### config.mk
export PLATFORM = sky130hd
export DESIGN_NAME = dbg_probe_sampler_flat
export DESIGN_NICKNAME = d
export VERILOG_FILES = /design/src/rtl/dbg_probe_sampler_if.sv /design/src/rtl/dbg_probe_sampler.sv /design/src/flat_wrapper.sv
export SDC_FILE = /design/constraint.sdc
export NUM_CORES = 1
export LEC_CHECK = 0
export CORE_ASPECT_RATIO = 0.5
export CORE_MARGIN = 4
export CORE_UTILIZATION = 48
export DETAILED_ROUTE_END_ITERATION = 7
export GPL_TIMING_DRIVEN = 0
export PLACE_DENSITY = 0.79
export SETUP_SLACK_MARGIN = 0.15
export SYNTH_ARGS = -nofsm -noshare
export SYNTH_HDL_FRONTEND = slang
export SYNTH_SLANG_ARGS = --single-unit
### constraint.sdc
create_clock -name clk_sys -period 4.1 [get_ports clk_sys]
set_clock_uncertainty 0.05 [all_clocks]
set_input_delay 0.615 -clock clk_sys [delete_from_list [all_inputs] [get_ports clk_sys]]
set_output_delay 0.615 -clock clk_sys [all_outputs]
set_load 0.05 [all_outputs]
### src/rtl/dbg_probe_sampler_if.sv
// Bundle of probe, capture-control and held-sample signals between the core
// debug taps and the overlay-facing sample-and-hold block.
`timescale 1ns/1ps
interface dbg_probe_sampler_if #(
  parameter int CHANNELS = 8,
  parameter int WIDTH    = 16,
  parameter int DIV_W    = 26,
  parameter int CNT_W    = 16
);
  localparam int TCW = (CHANNELS > 1) ? $clog2(CHANNELS) : 1;

  logic [CHANNELS*WIDTH-1:0] probe_in;
  logic [1:0]                mode;
  logic [DIV_W-1:0]          rate_div;
  logic                      arm;
  logic [TCW-1:0]            trig_chan;
  logic [WIDTH-1:0]          trig_mask;
  logic [WIDTH-1:0]          trig_value;
  logic [CHANNELS*WIDTH-1:0] probe_out;
  logic                      sample_stb;
  logic                      tick;
  logic                      armed;
  logic                      triggered;
  logic [CNT_W-1:0]          sample_count;

  modport master (
    output probe_in, mode, rate_div, arm, trig_chan, trig_mask, trig_value,
    input  probe_out, sample_stb, tick, armed, triggered, sample_count
  );

  modport slave (
    input  probe_in, mode, rate_div, arm, trig_chan, trig_mask, trig_value,
    output probe_out, sample_stb, tick, armed, triggered, sample_count
  );
endinterface

### src/rtl/dbg_probe_sampler.sv
// Sample-and-hold front end for the debug overlay: captures all probe channels
// in continuous, periodic, triggered single-shot or freeze mode.
`timescale 1ns/1ps
module dbg_probe_sampler #(
  parameter int CHANNELS = 8,
  parameter int WIDTH    = 16,
  parameter int DIV_W    = 26,
  parameter int CNT_W    = 16
) (
  input  logic             clk_sys,
  input  logic             reset,
  dbg_probe_sampler_if.slave bus
);
  localparam int PW = CHANNELS * WIDTH;

  localparam logic [1:0] MODE_CONT   = 2'b00;
  localparam logic [1:0] MODE_PER    = 2'b01;
  localparam logic [1:0] MODE_TRIG   = 2'b10;
  localparam logic [1:0] MODE_FREEZE = 2'b11;

  localparam logic [1:0] ST_IDLE  = 2'b00;
  localparam logic [1:0] ST_ARMED = 2'b01;
  localparam logic [1:0] ST_DONE  = 2'b10;

  localparam logic [DIV_W-1:0] DIV_ONE = DIV_W'(1);
  localparam logic [CNT_W-1:0] CNT_ONE = CNT_W'(1);

  logic [PW-1:0]    probe_q;
  logic [1:0]       mode_q;
  logic [DIV_W-1:0] cnt;
  logic             tick;
  logic [1:0]       state;
  logic [PW-1:0]    probe_out;
  logic             sample_stb;
  logic             armed;
  logic             triggered;
  logic [CNT_W-1:0] sample_count;

  logic [WIDTH-1:0] trig_sel;
  logic             chan_ok;
  logic             match;
  logic             cap;
  logic [1:0]       state_nx;
  logic             armed_nx;
  logic             triggered_nx;

  // Out-of-range channel indices can never fire a trigger.
  assign chan_ok = (32'(bus.trig_chan) < 32'(CHANNELS));

  // Select the registered sample of the trigger channel.
  always_comb begin
    trig_sel = '0;
    for (int k = 0; k < CHANNELS; k++) begin
      trig_sel = (32'(bus.trig_chan) == 32'(k)) ? probe_q[k*WIDTH +: WIDTH] : trig_sel;
    end
  end

  assign match = chan_ok && (((trig_sel ^ bus.trig_value) & bus.trig_mask) == '0);

  // Capture decision and trigger state machine; a mode change overrides everything.
  always_comb begin
    cap          = 1'b0;
    state_nx     = state;
    armed_nx     = armed;
    triggered_nx = triggered;
    if (bus.mode != mode_q) begin
      state_nx     = ST_IDLE;
      armed_nx     = 1'b0;
      triggered_nx = 1'b0;
    end else begin
      case (bus.mode)
        MODE_CONT:   cap = 1'b1;
        MODE_PER:    cap = tick;
        MODE_TRIG: begin
          case (state)
            ST_IDLE, ST_DONE: begin
              if (bus.arm) begin
                state_nx     = ST_ARMED;
                armed_nx     = 1'b1;
                triggered_nx = 1'b0;
              end else begin
                state_nx = state;
              end
            end
            ST_ARMED: begin
              if (match) begin
                cap          = 1'b1;
                state_nx     = ST_DONE;
                armed_nx     = 1'b0;
                triggered_nx = 1'b1;
              end else begin
                state_nx = ST_ARMED;
              end
            end
            default: begin
              state_nx     = ST_IDLE;
              armed_nx     = 1'b0;
              triggered_nx = 1'b0;
            end
          endcase
        end
        MODE_FREEZE: cap = 1'b0;
        default:     cap = 1'b0;
      endcase
    end
  end

  // Input register stage and free-running period divider.
  always_ff @(posedge clk_sys) begin
    if (reset) begin
      probe_q <= '0;
      mode_q  <= bus.mode;
      cnt     <= bus.rate_div;
      tick    <= 1'b0;
    end else begin
      probe_q <= bus.probe_in;
      mode_q  <= bus.mode;
      if (cnt == '0) begin
        cnt  <= bus.rate_div;
        tick <= 1'b1;
      end else begin
        cnt  <= cnt - DIV_ONE;
        tick <= 1'b0;
      end
    end
  end

  // Trigger state and status flags.
  always_ff @(posedge clk_sys) begin
    if (reset) begin
      state     <= ST_IDLE;
      armed     <= 1'b0;
      triggered <= 1'b0;
    end else begin
      state     <= state_nx;
      armed     <= armed_nx;
      triggered <= triggered_nx;
    end
  end

  // Held samples, capture strobe and saturating capture counter.
  always_ff @(posedge clk_sys) begin
    if (reset) begin
      probe_out    <= '0;
      sample_stb   <= 1'b0;
      sample_count <= '0;
    end else begin
      sample_stb <= cap;
      if (cap) begin
        probe_out <= probe_q;
        if (sample_count != '1) begin
          sample_count <= sample_count + CNT_ONE;
        end
      end
    end
  end

  assign bus.probe_out    = probe_out;
  assign bus.sample_stb   = sample_stb;
  assign bus.tick         = tick;
  assign bus.armed        = armed;
  assign bus.triggered    = triggered;
  assign bus.sample_count = sample_count;

endmodule

### src/flat_wrapper.sv
// flat-port wrapper written by rule: the top's interface ports become plain ports
module dbg_probe_sampler_flat 
#(
  parameter int CHANNELS = 8,
  parameter int WIDTH    = 16,
  parameter int DIV_W    = 26,
  parameter int CNT_W    = 16
)
  (clk_sys, reset, bus_probe_in, bus_mode, bus_rate_div, bus_arm, bus_trig_chan, bus_trig_mask, bus_trig_value, bus_probe_out, bus_sample_stb, bus_tick, bus_armed, bus_triggered, bus_sample_count);
  dbg_probe_sampler_if #(.CHANNELS(CHANNELS), .WIDTH(WIDTH), .DIV_W(DIV_W), .CNT_W(CNT_W)) bus_i ();
  input  logic clk_sys;
  input  logic reset;
  input wire logic [$bits(bus_i.probe_in)-1:0] bus_probe_in;
  input wire logic [$bits(bus_i.mode)-1:0] bus_mode;
  input wire logic [$bits(bus_i.rate_div)-1:0] bus_rate_div;
  input wire logic [$bits(bus_i.arm)-1:0] bus_arm;
  input wire logic [$bits(bus_i.trig_chan)-1:0] bus_trig_chan;
  input wire logic [$bits(bus_i.trig_mask)-1:0] bus_trig_mask;
  input wire logic [$bits(bus_i.trig_value)-1:0] bus_trig_value;
  output wire logic [$bits(bus_i.probe_out)-1:0] bus_probe_out;
  output wire logic [$bits(bus_i.sample_stb)-1:0] bus_sample_stb;
  output wire logic [$bits(bus_i.tick)-1:0] bus_tick;
  output wire logic [$bits(bus_i.armed)-1:0] bus_armed;
  output wire logic [$bits(bus_i.triggered)-1:0] bus_triggered;
  output wire logic [$bits(bus_i.sample_count)-1:0] bus_sample_count;
  assign bus_i.probe_in = bus_probe_in;
  assign bus_i.mode = bus_mode;
  assign bus_i.rate_div = bus_rate_div;
  assign bus_i.arm = bus_arm;
  assign bus_i.trig_chan = bus_trig_chan;
  assign bus_i.trig_mask = bus_trig_mask;
  assign bus_i.trig_value = bus_trig_value;
  assign bus_probe_out = bus_i.probe_out;
  assign bus_sample_stb = bus_i.sample_stb;
  assign bus_tick = bus_i.tick;
  assign bus_armed = bus_i.armed;
  assign bus_triggered = bus_i.triggered;
  assign bus_sample_count = bus_i.sample_count;
  dbg_probe_sampler #(.CHANNELS(CHANNELS), .WIDTH(WIDTH), .DIV_W(DIV_W), .CNT_W(CNT_W)) u_core (.clk_sys(clk_sys), .reset(reset), .bus(bus_i));
endmodule
Word-level counts from Yosys, hierarchy flattened. Cells that the tools add are included.

Bits in registers: 306. Bits of input ports: 194. Output and inout bits: 148. Logic and storage cells: 64.

Add/sub/neg operators: 2. Eq/ne operators: 16. Mux-type cells: 24. Bitwise gates (word level): 2. Reduce and logical (&&, ||, !) cells: 10.

Operators by type and width (number): $mux W16 (8); $mux W26 (2); $logic_not A26 Y1 (1); $sub A26 B1 Y26 const B (1); $add A16 B1 Y16 const B (1); $and A16 B16 Y16 (1); $logic_not A16 Y1 (1); $ne A16 B16 Y1 const B (1); $xor A16 B16 Y16 (1); $eq A3 B3 Y1 const B (4); $mux W1 (8); $eq A2 B2 Y1 const B (3); $eq A3 B2 Y1 const B (2); $eq A2 B1 Y1 const B (2); $logic_not A2 Y1 (2); $mux W2 (2); $pmux W1 S2 (2); $pmux W1 S4 (1); $pmux W2 S2 (1); $reduce_and A2 Y1 (2); $reduce_or A2 Y1 (2); $eq A3 B1 Y1 const B (1); $logic_not A3 Y1 (1); $reduce_and A3 Y1 (1); other kinds (3) (3).

Logic depth before layout (Yosys ltp).
Depth in word-level cells: 17. Mapped depth: 15. Mapped depth without buffers: 9.

Least setup slack after synthesis. No wires, ideal clock.

Path kind: in2reg. From: input bus_trig_chan[0]. To: register u_core.probe_out[100], in the netlist u_core.bus.probe_out[100]. Setup time: 128 ps. Arrival time: 3137 ps. Required time: 3922 ps. Path slack: 785 ps. Stages on the path: 14. Buffers on the path: 5. Path through: buf_4 buf_2 mux2_2 o221ai_1 a22oi_1 xor2_1 a211oi_2 o2111ai_1 o31ai_1 buf_2 buf_6 buf_6 mux2i_1 nor2_1.

Cells in the longest elaborated chain, start to end: 16. Elaborated cells on any way between the ends: 23. Classes of those cells: eq/ne: 7; mux: 12; bitwise: 2; reduce/logical: 2.

RTL lines: start, declared (line flat_wrapper.sv:17) `input wire logic [$bits(bus_i.trig_chan)-1:0] bus_trig_chan;`; $logic_not A3 Y1 (line dbg_probe_sampler.sv:54) `trig_sel = (32'(bus.trig_chan) == 32'(k)) ? probe_q[k*WIDTH +: WIDTH] : trig_sel;`; $mux W16 (7 in series) (line dbg_probe_sampler.sv:54); $mux W16 (*) (line dbg_probe_sampler.sv:54); $xor A16 B16 Y16 (*) (line dbg_probe_sampler.sv:58) `assign match = chan_ok && (((trig_sel ^ bus.trig_value) & bus.trig_mask) == '0);`; $and A16 B16 Y16 (*) (line dbg_probe_sampler.sv:58); $logic_not A16 Y1 (*) (line dbg_probe_sampler.sv:58); $mux W1 (*) (line dbg_probe_sampler.sv:86) `if (match) begin`; $mux W1 (*) (line dbg_probe_sampler.sv:75) `case (state)`; $pmux W1 S4 (*) (line dbg_probe_sampler.sv:71) `case (bus.mode)`; $mux W1 (*) (line dbg_probe_sampler.sv:66) `if (bus.mode != mode_q) begin`; end signal, assigned (line dbg_probe_sampler.sv:150) `probe_out <= probe_q;`; end, declared (line dbg_probe_sampler.sv:33) `logic [PW-1:0] probe_out;`.

Every way passes the cells marked *; elsewhere a longest branch is shown, timed or not. A chain may end at the register's enable or synchronous reset.

Worst setup path in the final report.
From: input bus_trig_chan[1]. To: register u_core.sample_count[6], in the netlist u_core.bus.sample_count[6].

Cells in the longest elaborated chain, start to end: 17. Elaborated cells on any way between the ends: 24. Classes of those cells: eq/ne: 7; mux: 12; bitwise: 2; reduce/logical: 3.

RTL lines: $logic_not A3 Y1 (line dbg_probe_sampler.sv:54); $mux W16 (7 in series) (line dbg_probe_sampler.sv:54); $mux W16 (*) (line dbg_probe_sampler.sv:54); $xor A16 B16 Y16 (*) (line dbg_probe_sampler.sv:58); $and A16 B16 Y16 (*) (line dbg_probe_sampler.sv:58); $logic_not A16 Y1 (*) (line dbg_probe_sampler.sv:58); $mux W1 (*) (line dbg_probe_sampler.sv:86); $mux W1 (*) (line dbg_probe_sampler.sv:75); $pmux W1 S4 (*) (line dbg_probe_sampler.sv:71); $mux W1 (*) (line dbg_probe_sampler.sv:66); $reduce_and A2 Y1 (no line) (*); end signal, assigned (line dbg_probe_sampler.sv:152) `sample_count <= sample_count + CNT_ONE;`; end, declared (line dbg_probe_sampler.sv:37) `logic [CNT_W-1:0] sample_count;`.

Marked as above.

==> impl_metrics.env <==
export IMPL_layout_area_overhead_vs_synth_pct=41.4
export IMPL_die_w_um=230
export IMPL_antenna_found_initial=4
export IMPL_fmax_ghz=0.255
export IMPL_worstMarginPinSlew_ns=1.03
export IMPL_synth_async_sr_flop_share=0
export IMPL_cp_max_fo=10
export IMPL_ir_drop_mv=0.239
export IMPL_clk_pin_slew_ns=0.07
export IMPL_powerDensity_nw_per_um2=387
export IMPL_fillers=1788
export IMPL_clk_insertion_delay_late_ns=0.55
export IMPL_fin_cells=1886
export IMPL_ys_seq_area_frac=0.519
export IMPL_critPathBufInv=7
export IMPL_core_area_um2=24100
export IMPL_cp_top_family="buffers and inverters"
export IMPL_cts_tree="built"
export IMPL_drt_iter0_drc=796
export IMPL_cts_buffer_depth=3
export IMPL_worstSetupStartpoint="bus_trig_chan[1]"
export IMPL_crit_cells=15
export IMPL_final_nets=1724
export IMPL_syn_nets=1351
export IMPL_p_leak_nw=6.13
export IMPL_slew_viol_final=0
export IMPL_wl_mm=40.1
export IMPL_finalCritPeriodShare=0.955
export IMPL_grt_max_degree=17
export IMPL_vias_per_cell=5.27
export IMPL_path_class="primary input to register"
export IMPL_drtAntennaViolNets=0
export IMPL_synth_ff_type="dfxtp_1"
export IMPL_start_kind="primary input"
export IMPL_r2r_start="u_core.probe_q[127]$_SDFF_PP0_"
export IMPL_cts_buffers=26
export IMPL_firstDrtPassIters=5
export IMPL_yosysWarnings=0
export IMPL_first_global_vias=10100
export IMPL_dp_cells=1832
export IMPL_crit_arrival_ns=4.30
export IMPL_netlist_instances=1155
export IMPL_grt_usage=0.279
export IMPL_ys_ff_latch=306
export IMPL_crit_slowest_cell="clkdlybuf4s50_1"
export IMPL_dp_hpwl_mm=31.3
export IMPL_multiInputGateArea_um2=5360
export IMPL_io_buffers=341
export IMPL_rows=40
export IMPL_ys_types=56
export IMPL_gp_congestion=0.949
export IMPL_worst_slack_ns=0.184
export IMPL_dp_slack_ns=-0.956
export IMPL_cp_required_ns=4.48
export IMPL_final_common_cell="clkdlybuf4s50_1"
export IMPL_seqCellArea_um2=6130
export IMPL_holdPathStages=2
export IMPL_min_from="u_core.bus.armed$_SDFFE_PP0P_"
export IMPL_die_area_um2=27300
export IMPL_rsz0062_at_grt="false"
export IMPL_wire_per_inst_um=21.3
export IMPL_drive_gt1_frac=0.0808
export IMPL_period_needed_ns=3.92
export IMPL_relSlewSlack=0.311
export IMPL_min_path_type="register to register"
export IMPL_start_util=0.490
export IMPL_setup_viol=0
export IMPL_die_h_um=119
export IMPL_rr_worst_depth=12
export IMPL_clock_sinks=306
export IMPL_grt_pass1_wl_mm=59.3
export IMPL_synth_edff_count=0
export IMPL_cts_max_level=1
export IMPL_final_cell_mix="340 x clkdlybuf4s50_1, 306 x dfxtp_1, 186 x nor2_1"
export IMPL_cap_violations=0
export IMPL_finalPower_w=0.00646
export IMPL_grt_overflow_total=0
export IMPL_synth_area_um2=11800
export IMPL_placed_area_um2=15600
export IMPL_crit_chain="clkdlybuf4s50_1, buf_2, clkbuf_4, buf_2, a31oi_1, o21ai_0, o21ai_0, xnor2_1, o2111ai_4, o31ai_2, buf_4, buf_12, buf_6, nand3_1, mux2_1"
export IMPL_end_kind="register"
export IMPL_drc=0
export IMPL_avgSynthCellArea_um2=10.2
export IMPL_stdcell_area_um2=16700
export IMPL_pin_count=342
export IMPL_clockRootBuffer="clkbuf_16"
export IMPL_hold_viol=0
export IMPL_vias=9935
export IMPL_cpPeakStageDelay_ns=0.47
export IMPL_outcome="finished clean"
tightest hold or removal path, delay by kind of cell (launching register included):
kind / cells / cell delay, ns
flip-flops: 1 / 0.31
AND/OR/NAND/NOR: 1 / 0.05
AO/OA/AOI/OAI: 1 / 0.07
cell type report:
class / instances / share of cell area
clock buffers: 37 / 0.0445
repair buffers: 345 / 0.207
diodes: 3 / 0.000450
flip-flops and latches: 306 / 0.367
multi-input cells: 767 / 0.321
well taps: 336 / 0.0252
clock inverters: 10 / 0.00637
plain buffers: 70 / 0.0258
inverters: 12 / 0.00270
synth_stat cells, drive strengths merged, types with 2 or more instances:
| cell type | count | share of area |
|---|---|---|
| o22ai | 9 | 0.0048 |
| nor2b | 145 | 0.077 |
| nor2 | 186 | 0.059 |
| mux2i | 150 | 0.13 |
| xnor2 | 26 | 0.019 |
| or3 | 5 | 0.0026 |
| nand2 | 19 | 0.0060 |
| xor2 | 13 | 0.0096 |
| and2 | 5 | 0.0026 |
| nand3b | 3 | 0.0019 |
| clkbuf | 41 | 0.013 |
| nand2b | 7 | 0.0037 |
| nand3 | 16 | 0.0068 |
| o31ai | 3 | 0.0023 |
| ha | 2 | 0.0021 |
| a211oi | 3 | 0.0023 |
| a21oi | 37 | 0.016 |
| a22oi | 10 | 0.0064 |
| a32oi | 2 | 0.0015 |
| o211ai | 2 | 0.0013 |
| mux2 | 22 | 0.021 |
| mux4 | 11 | 0.021 |
| inv | 12 | 0.0038 |
| nor4 | 5 | 0.0026 |
| a22o | 4 | 0.0030 |
| nor3 | 14 | 0.0059 |
| and3 | 9 | 0.0048 |
| dfxtp | 306 | 0.52 |
| buf | 29 | 0.019 |
| a21o | 2 | 0.0013 |
| or2 | 6 | 0.0032 |
| nand4 | 7 | 0.0037 |
| a31oi | 3 | 0.0016 |
| o21a | 2 | 0.0013 |
| o221ai | 7 | 0.0052 |
| o21ai | 16 | 0.0068 |
| and4 | 2 | 0.0015 |
| nand4b | 4 | 0.0030 |
timing repair:
item | 4_1_cts | 5_1_grt
hold endpoints to repair | 0 | 0
resized for setup | 23 | 13
gates cloned | 0 | 0
hold buffers | 0 | 0
buffers inserted | 3 | 1
endpoints found under the setup margin | 144 | 117
pin swaps | 2 | 2
power by group:
| group | internal, W | switching (W) |
|---|---|---|
| Combinational | 0.000389 | 0.000367 |
| Clock | 0.00139 | 0.00112 |
| Sequential | 0.00309 | 0.000100 |
| Total | 0.00487 | 0.00159 |
logic make-up after synthesis:
group / share of synthesized area
xor gates and xnor gates: 0.0289
and+or+nand+nor: 0.185
DFF: 0.519
muxes: 0.169
AOI/OAI and AO/OA: 0.0602
adders and majority gates: 0.00212
buffers and inverters: 0.0356
flip-flops by register name (all words and copies together) (netlist names):
register                 cells
u_core.bus.armed             1
u_core.bus.sample_stb        1
u_core.state                 2
u_core.bus.sample_count     16
u_core.bus.tick              1
u_core.probe_q             128
u_core.bus.probe_out       128
u_core.cnt                  26
u_core.mode_q                2
u_core.bus.triggered         1
per-layer routing:
layer / track usage / up-vias / wire [um]
li1: - / 4677 / -
met2: 0.475 / 364 / 19300
met4: 0.0894 / 0 / 1360
met5: 0 / - / 0
met3: 0.0598 / 94 / 2860
met1: 0.358 / 4800 / 16700
stage by stage:
stage | utilization | hold WS (ns) | TNS, ns
floorplan | - | 0.396 | 0
global placement | 0.650 | 0.405 | -112.71
detailed placement | 0.650 | 0.409 | -121.92
CTS | 0.690 | 0.425 | 0
global route | 0.693 | 0.468 | 0
finish | 0.693 | 0.427 | 0
final timing paths:
kind	endpoint	slack (ns)
worst max register to register	u_core.bus.sample_count[6]$_SDFFE_PP0P_	0.82
worst min-delay path	u_core.bus.armed$_SDFFE_PP0P_	0.43
worst max-delay path	u_core.bus.sample_count[6]$_SDFFE_PP0P_	0.18
worst min register to register	u_core.bus.armed$_SDFFE_PP0P_	0.43
No activity file was read; power rests on OpenSTA's default activity.
